### src/rtl/regslice_depth_n.sv
// Elastic register slice with a Depth-entry circular buffer and occupancy output.
// Define REGSLICE_DEPTH_N_STALL_CNT_EN to add the saturating stall_cnt output.
module regslice_depth_n #(
   parameter int DataWidth = 32,
   parameter int Depth     = 4,
   localparam int CntW     = $clog2(Depth + 1)
) (
   input  logic                 ap_clk,
   input  logic                 ap_rst,
   input  logic [DataWidth-1:0] data_in,
   input  logic                 vld_in,
   output logic                 ack_in,
   output logic [DataWidth-1:0] data_out,
   output logic                 vld_out,
   input  logic                 ack_out,
   output logic [CntW-1:0]      occupancy,
`ifdef REGSLICE_DEPTH_N_STALL_CNT_EN
   output logic [15:0]          stall_cnt,
`endif
   output logic                 apdone_blk
);

   localparam int PtrW = (Depth > 1) ? $clog2(Depth) : 1;
   localparam logic [PtrW-1:0] PTR_LAST = PtrW'(Depth - 1);
   localparam logic [CntW-1:0] CNT_FULL = CntW'(Depth);

   if (Depth < 2) begin : g_depth_chk
      $error("regslice_depth_n: Depth must be at least 2");
   end

   logic [DataWidth-1:0] mem_q [Depth];
   logic [PtrW-1:0]      wr_ptr_q, wr_ptr_d;
   logic [PtrW-1:0]      rd_ptr_q, rd_ptr_d;
   logic [CntW-1:0]      occ_q, occ_d;
   logic                 push, pop;

   function automatic logic [PtrW-1:0] ptr_inc(input logic [PtrW-1:0] p);
      return (p == PTR_LAST) ? '0 : p + PtrW'(1);
   endfunction

   // Full never accepts, so ack_in depends only on registered state and reset.
   assign ack_in     = ~ap_rst & (occ_q != CNT_FULL);
   assign vld_out    = (occ_q != '0);
   assign data_out   = mem_q[rd_ptr_q];
   assign occupancy  = occ_q;
   assign push       = vld_in & ack_in;
   assign pop        = vld_out & ack_out;
   assign apdone_blk = ~ap_rst & ((occ_q >= CntW'(2)) | ((occ_q == CntW'(1)) & ~ack_out));

   always_comb begin
      wr_ptr_d = wr_ptr_q;
      rd_ptr_d = rd_ptr_q;
      occ_d    = occ_q;
      if (push) wr_ptr_d = ptr_inc(wr_ptr_q);
      if (pop)  rd_ptr_d = ptr_inc(rd_ptr_q);
      case ({push, pop})
         2'b10:   occ_d = occ_q + CntW'(1);
         2'b01:   occ_d = occ_q - CntW'(1);
         default: occ_d = occ_q;
      endcase
   end

   always_ff @(posedge ap_clk) begin
      if (ap_rst) begin
         wr_ptr_q <= '0;
         rd_ptr_q <= '0;
         occ_q    <= '0;
      end else begin
         wr_ptr_q <= wr_ptr_d;
         rd_ptr_q <= rd_ptr_d;
         occ_q    <= occ_d;
      end
   end

   for (genvar gi = 0; gi < Depth; gi++) begin : g_mem
      always_ff @(posedge ap_clk) begin
         if (ap_rst)
            mem_q[gi] <= '0;
         else if (push && (wr_ptr_q == PtrW'(gi)))
            mem_q[gi] <= data_in;
      end
   end

`ifdef REGSLICE_DEPTH_N_STALL_CNT_EN
   logic [15:0] stall_cnt_q, stall_cnt_d;
   logic        stall;

   // Both stall sources together still advance the count by one.
   assign stall = (vld_out & ~ack_out) | (vld_in & ~ack_in & ~ap_rst);

   always_comb begin
      stall_cnt_d = stall_cnt_q;
      if (stall && (stall_cnt_q != 16'hFFFF))
         stall_cnt_d = stall_cnt_q + 16'd1;
   end

   always_ff @(posedge ap_clk) begin
      if (ap_rst)
         stall_cnt_q <= '0;
      else
         stall_cnt_q <= stall_cnt_d;
   end

   assign stall_cnt = stall_cnt_q;
`endif

endmodule

### config.mk
export PLATFORM = sky130hd
export DESIGN_NAME = regslice_depth_n
export DESIGN_NICKNAME = d
export VERILOG_FILES = /design/src/rtl/regslice_depth_n.sv
export SDC_FILE = /design/constraint.sdc
export NUM_CORES = 1
export LEC_CHECK = 0
export CORE_AREA = 10 10 113 135
export CTS_CLUSTER_DIAMETER = 60
export DETAILED_ROUTE_END_ITERATION = 10
export DIE_AREA = 0 0 123 145
export GPL_TIMING_DRIVEN = 0
export PLACE_DENSITY = 0.77
export SLEW_MARGIN = 5
export SYNTH_ARGS = -nofsm -noshare
export SYNTH_HDL_FRONTEND = slang
export SYNTH_SLANG_ARGS = --single-unit
### constraint.sdc
create_clock -name ap_clk -period 2 [get_ports ap_clk]
set_input_delay 0.4 -clock ap_clk [delete_from_list [all_inputs] [get_ports ap_clk]]
set_output_delay 0.4 -clock ap_clk [all_outputs]
set_load 0.005 [all_outputs]
Yosys cells after proc, flatten, opt, wreduce, memory -nomap -nowiden
Memory sizes are Yosys's and may differ from the RTL's. A register that Yosys moved wholly into a read port is not among the register bits.
Index checks and enable logic that the tools add are counted.

word-level totals
  register bits after elaboration = 7
  RAM bits = 128
  output and inout port bits = 38
  memories kept = 1

memory list
  memory  depth  width  read ports  clocked after memory_dff  wr ports  RTL line  text
  mem_q   4      32     1           1                         4         31        logic [DataWidth-1:0] mem_q [Depth];

operators by class
  add/subtract/negate cells = 4
  magnitude comparators = 1
  equality and inequality tests = 8
  multiplexer cells = 23
  bitwise operators = 12
  reductions and logical operators = 7

operator list
  kind                 count
  $mux 32              4
  $mux 1               14
  $eq 2x2->1 const B   4
  $mux 2               4
  $pmux 3 s2           1
  $and 1x1->1          5
  $or 1x1->1           5
  $add 2x1->2 const B  2
  $eq 2x1->1 const B   2
  $logic_and 1x1->1    4
  $add 3x1->3 const B  1
  $eq 3x1->1 const B   1
  $ge 3x2->1 const B   1
  $ne 3x3->1 const B   1
  $reduce_bool 3->1    1
  $sub 3x1->3 const B  1
  $logic_not 2->1      1
  $not 1->1            2
  $reduce_bool 2->1    1

Depth between registers and ports, before layout
  depth in word-level cells = 8
  mapped depth = 8
  mapped depth without buffers = 8

Least setup slack after synthesis
Ideal clock, no wire load.

  kind = reg-to-reg
  start point = register occ_q[0], in the netlist occupancy[0]
  end point = memory mem_q[0][0], enable pin
  setup time = 0.374 ns
  data arrival time = 1.523 ns
  data required time = 1.626 ns
  path slack = 0.103 ns
  stages on the path, launching flop included = 5
  buffers on the path = 0
  period minus slack after synthesis = 1.897 ns
  cells stage by stage = dfxtp_1 inv_1 ha_1 a21boi_4 a21o_2

RTL lines
  what                      RTL line  text
  start: declaration        34        logic [CntW-1:0] occ_q, occ_d;
  start signal: assignment  67        occ_q <= '0;
  start signal: assignment  71        occ_q <= occ_d;
  end: declaration          31

==> impl_metrics.env <==
export IMPL_status="complete, but fails checks"
export IMPL_violations="negative setup slack"
export IMPL_start_util_pct=48.9
export IMPL_ys_ff_latch=137
export IMPL_grt_pass1_vias=3694
export IMPL_setup_violations=32
export IMPL_routed_wl_met3_um=697
export IMPL_cts_path_max_buffers=2
export IMPL_clock_sinks=137
export IMPL_area_growth_pct=25.9
export IMPL_path_cells="buf_8, buf_12, buf_6, mux4_2, buf_2"
export IMPL_peakVddDrop_v=0.000559
export IMPL_p_per_area_mw_per_mm2=1090
export IMPL_vias_per_cell=5.22
export IMPL_setup_ws_ns=-0.182
export IMPL_detail_route_first_pass_iterations=7
export IMPL_hold_slack_ns=0.454
export IMPL_syn_area_per_cell_sq_um=16.5
export IMPL_fp_row_count=45
export IMPL_gp_congestion=0.725
export IMPL_ant_nets=0
export IMPL_drt_total_wl_um=12800
export IMPL_synth_edf_count=128
export IMPL_synth_nets=419
export IMPL_synth_warnings=0
export IMPL_synth_seq_area_share_pct=65.6
export IMPL_ios=74
export IMPL_crit_path_max_fanout=8
export IMPL_die_w_um=123
export IMPL_rsz0062_at_grt="yes"
export IMPL_ys_types=28
export IMPL_fp_dieArea_sq_mm=0.0178
export IMPL_ctsHoldBuffers=0
export IMPL_track_usage_pct=14.9
export IMPL_slew_viol_final=0
export IMPL_layout_common_cells="and2_1, edfxtp_1, clkdlybuf4s50_1, mux4_2"
export IMPL_worst_setup_path_end_kind="primary output"
export IMPL_grt_max_degree=33
export IMPL_wire_per_inst_um=19.7
export IMPL_drt_iter0_drc=240
export IMPL_clk_latency_ns=0.41
export IMPL_port_buffer_count=72
export IMPL_numCtsBuffers=17
export IMPL_power_leakage_nw=2.98
export IMPL_finish_net_count=524
export IMPL_worstPathArrival_ns=1.78
export IMPL_wl_met2_um=7030
export IMPL_synth_ff_type="edfxtp_1"
export IMPL_cp_slowest_cell="mux4_2"
export IMPL_dr_max_layer_used="met4"
export IMPL_htree_levels=4
export IMPL_min_period_ns=2.18
export IMPL_dr_total_vias=3409
export IMPL_synth_cells=372
export IMPL_drive_gt1_share_pct=29.4
export IMPL_post_route_period_util_pct=109
export IMPL_synthArstFlopShare_pct=0
export IMPL_syn_area_sq_mm=0.00614
export IMPL_nFillCells=917
export IMPL_required_ns=1.60
export IMPL_chipHeight_um=145
export IMPL_coreArea_sq_mm=0.0126
export IMPL_num_antenna_cells=0
export IMPL_cp_start_kind="flip-flop"
export IMPL_slew_headroom_pct=66.5
export IMPL_fin_util_pct=61.5
export IMPL_antenna_found_initial=1
export IMPL_hold_class="in2reg"
export IMPL_dp_hpwl_um=7840
export IMPL_overflow=0
export IMPL_fmax_mhz=458
export IMPL_cts_root_buf="clkbuf_16"
export IMPL_grt_pass1_wl_um=20300
export IMPL_cts_tree="done"
export IMPL_max_cap_viol_count=0
export IMPL_skew_ns=0.00714
export IMPL_route_detailed_drc=0
export IMPL_worst_pin_slew_ns=0.503
export IMPL_path_clk_slew_ns=0.05
export IMPL_slowest_delay_ns=0.50
export IMPL_crit_type="reg2out"
export IMPL_hold_viol_final=0
export IMPL_r2r_slack_ns=0.09
export IMPL_met1_length_um=4880
critical path: cells and delay by family (launching register included):
kind     cells  cell delay [ns]
buf+inv      4             0.54
flops        1             0.33
mux          1             0.50
metal layers:
layer  vias up  global-route usage [%]
li1       1580                       -
met1      1724                    16.6
met2        85                    25.7
met3        20                    5.04
met4         0                    5.31
met5         -                       0
area by class of cell:
class	instances	area (sq um)	share of cell area [%]
Buffer	20	184	2.38
Clock buffer	19	433	5.60
Clock inverter	12	61.3	0.794
Inverter	6	27.5	0.356
Multi-Input combinational cell	208	1980	25.7
Sequential cell	137	4030	52.2
Tap cell	164	205	2.66
Timing Repair Buffer	87	796	10.3
path summary, 6_finish.rpt:
check	startpoint	to	depth (start not counted)
worst max-delay path	flip-flop	data_out[1]	5
worst min-delay path	ap_rst	occupancy[1]	2
worst max register to register	occupancy[1]	occupancy[2]	8
worst min register to register	rd_ptr_q[0]	flip-flop	2
timing repair:
item	4_1_cts	5_1_grt
cloned	2	0
setup endpoints to repair	164	34
pin swaps	0	3
buffers inserted	10	5
endpoints found under the hold margin	0	0
resized for setup	169	21
logic make-up after synthesis:
kind of cell / after synthesis / synth area share [%]
AO/OA/AOI/OAI: 14 / 1.65
XOR/XNOR: 2 / 0.286
AND/OR/NAND/NOR: 146 / 15.1
flip-flops: 137 / 65.6
buffers and inverters: 27 / 2.92
multiplexers: 35 / 12.2
adder cells (fa/ha/maj): 11 / 2.24
registers in the layout (all words and copies together) (netlist names), named ones only:
register	count
occupancy	3
mem_q	128
rd_ptr_q	2
wr_ptr_q	2
cell usage after synthesis, drive strengths merged (2+ instances only):
cell type | n | area [sq um]
o21ai | 3 | 15.0
and4b | 2 | 27.5
a21o | 4 | 35.0
xor2 | 2 | 17.5
buf | 19 | 149
dfxtp | 9 | 180
a21oi | 5 | 25.0
inv | 6 | 22.5
ha | 11 | 138
mux2i | 3 | 30.0
clkbuf | 2 | 7.51
and3b | 2 | 25.0
and2 | 128 | 801
mux4 | 32 | 721
nor2 | 6 | 22.5
edfxtp | 128 | 3840
nand2 | 2 | 10.0
power by group:
group / switching (mW) / leakage, nW / internal (mW)
Sequential: 0.129 / 1.42 / 3.47
Combinational: 0.943 / 1.31 / 1.27
Clock: 1.09 / 0.246 / 1.54
stage by stage:
step / setup slack (ns) / cell area (sq um) / TNS [ns] / total power [mW] / instances
4_1_cts: -0.252 / 7680 / -4.77 / 8.40 / 651
2_1_floorplan: 0.103 / 6140 / 0 / 4.66 / 372
5_1_grt: -0.228 / 7720 / -5.06 / 8.80 / 653
3_3_place_gp: -0.455 / 7060 / -63.43 / 5.56 / 608
6_report: -0.182 / 7720 / -3.44 / 8.44 / 653
3_5_place_dp: -0.486 / 7060 / -66.61 / 5.61 / 608
Note: power is estimated with default switching activity, not from simulation.
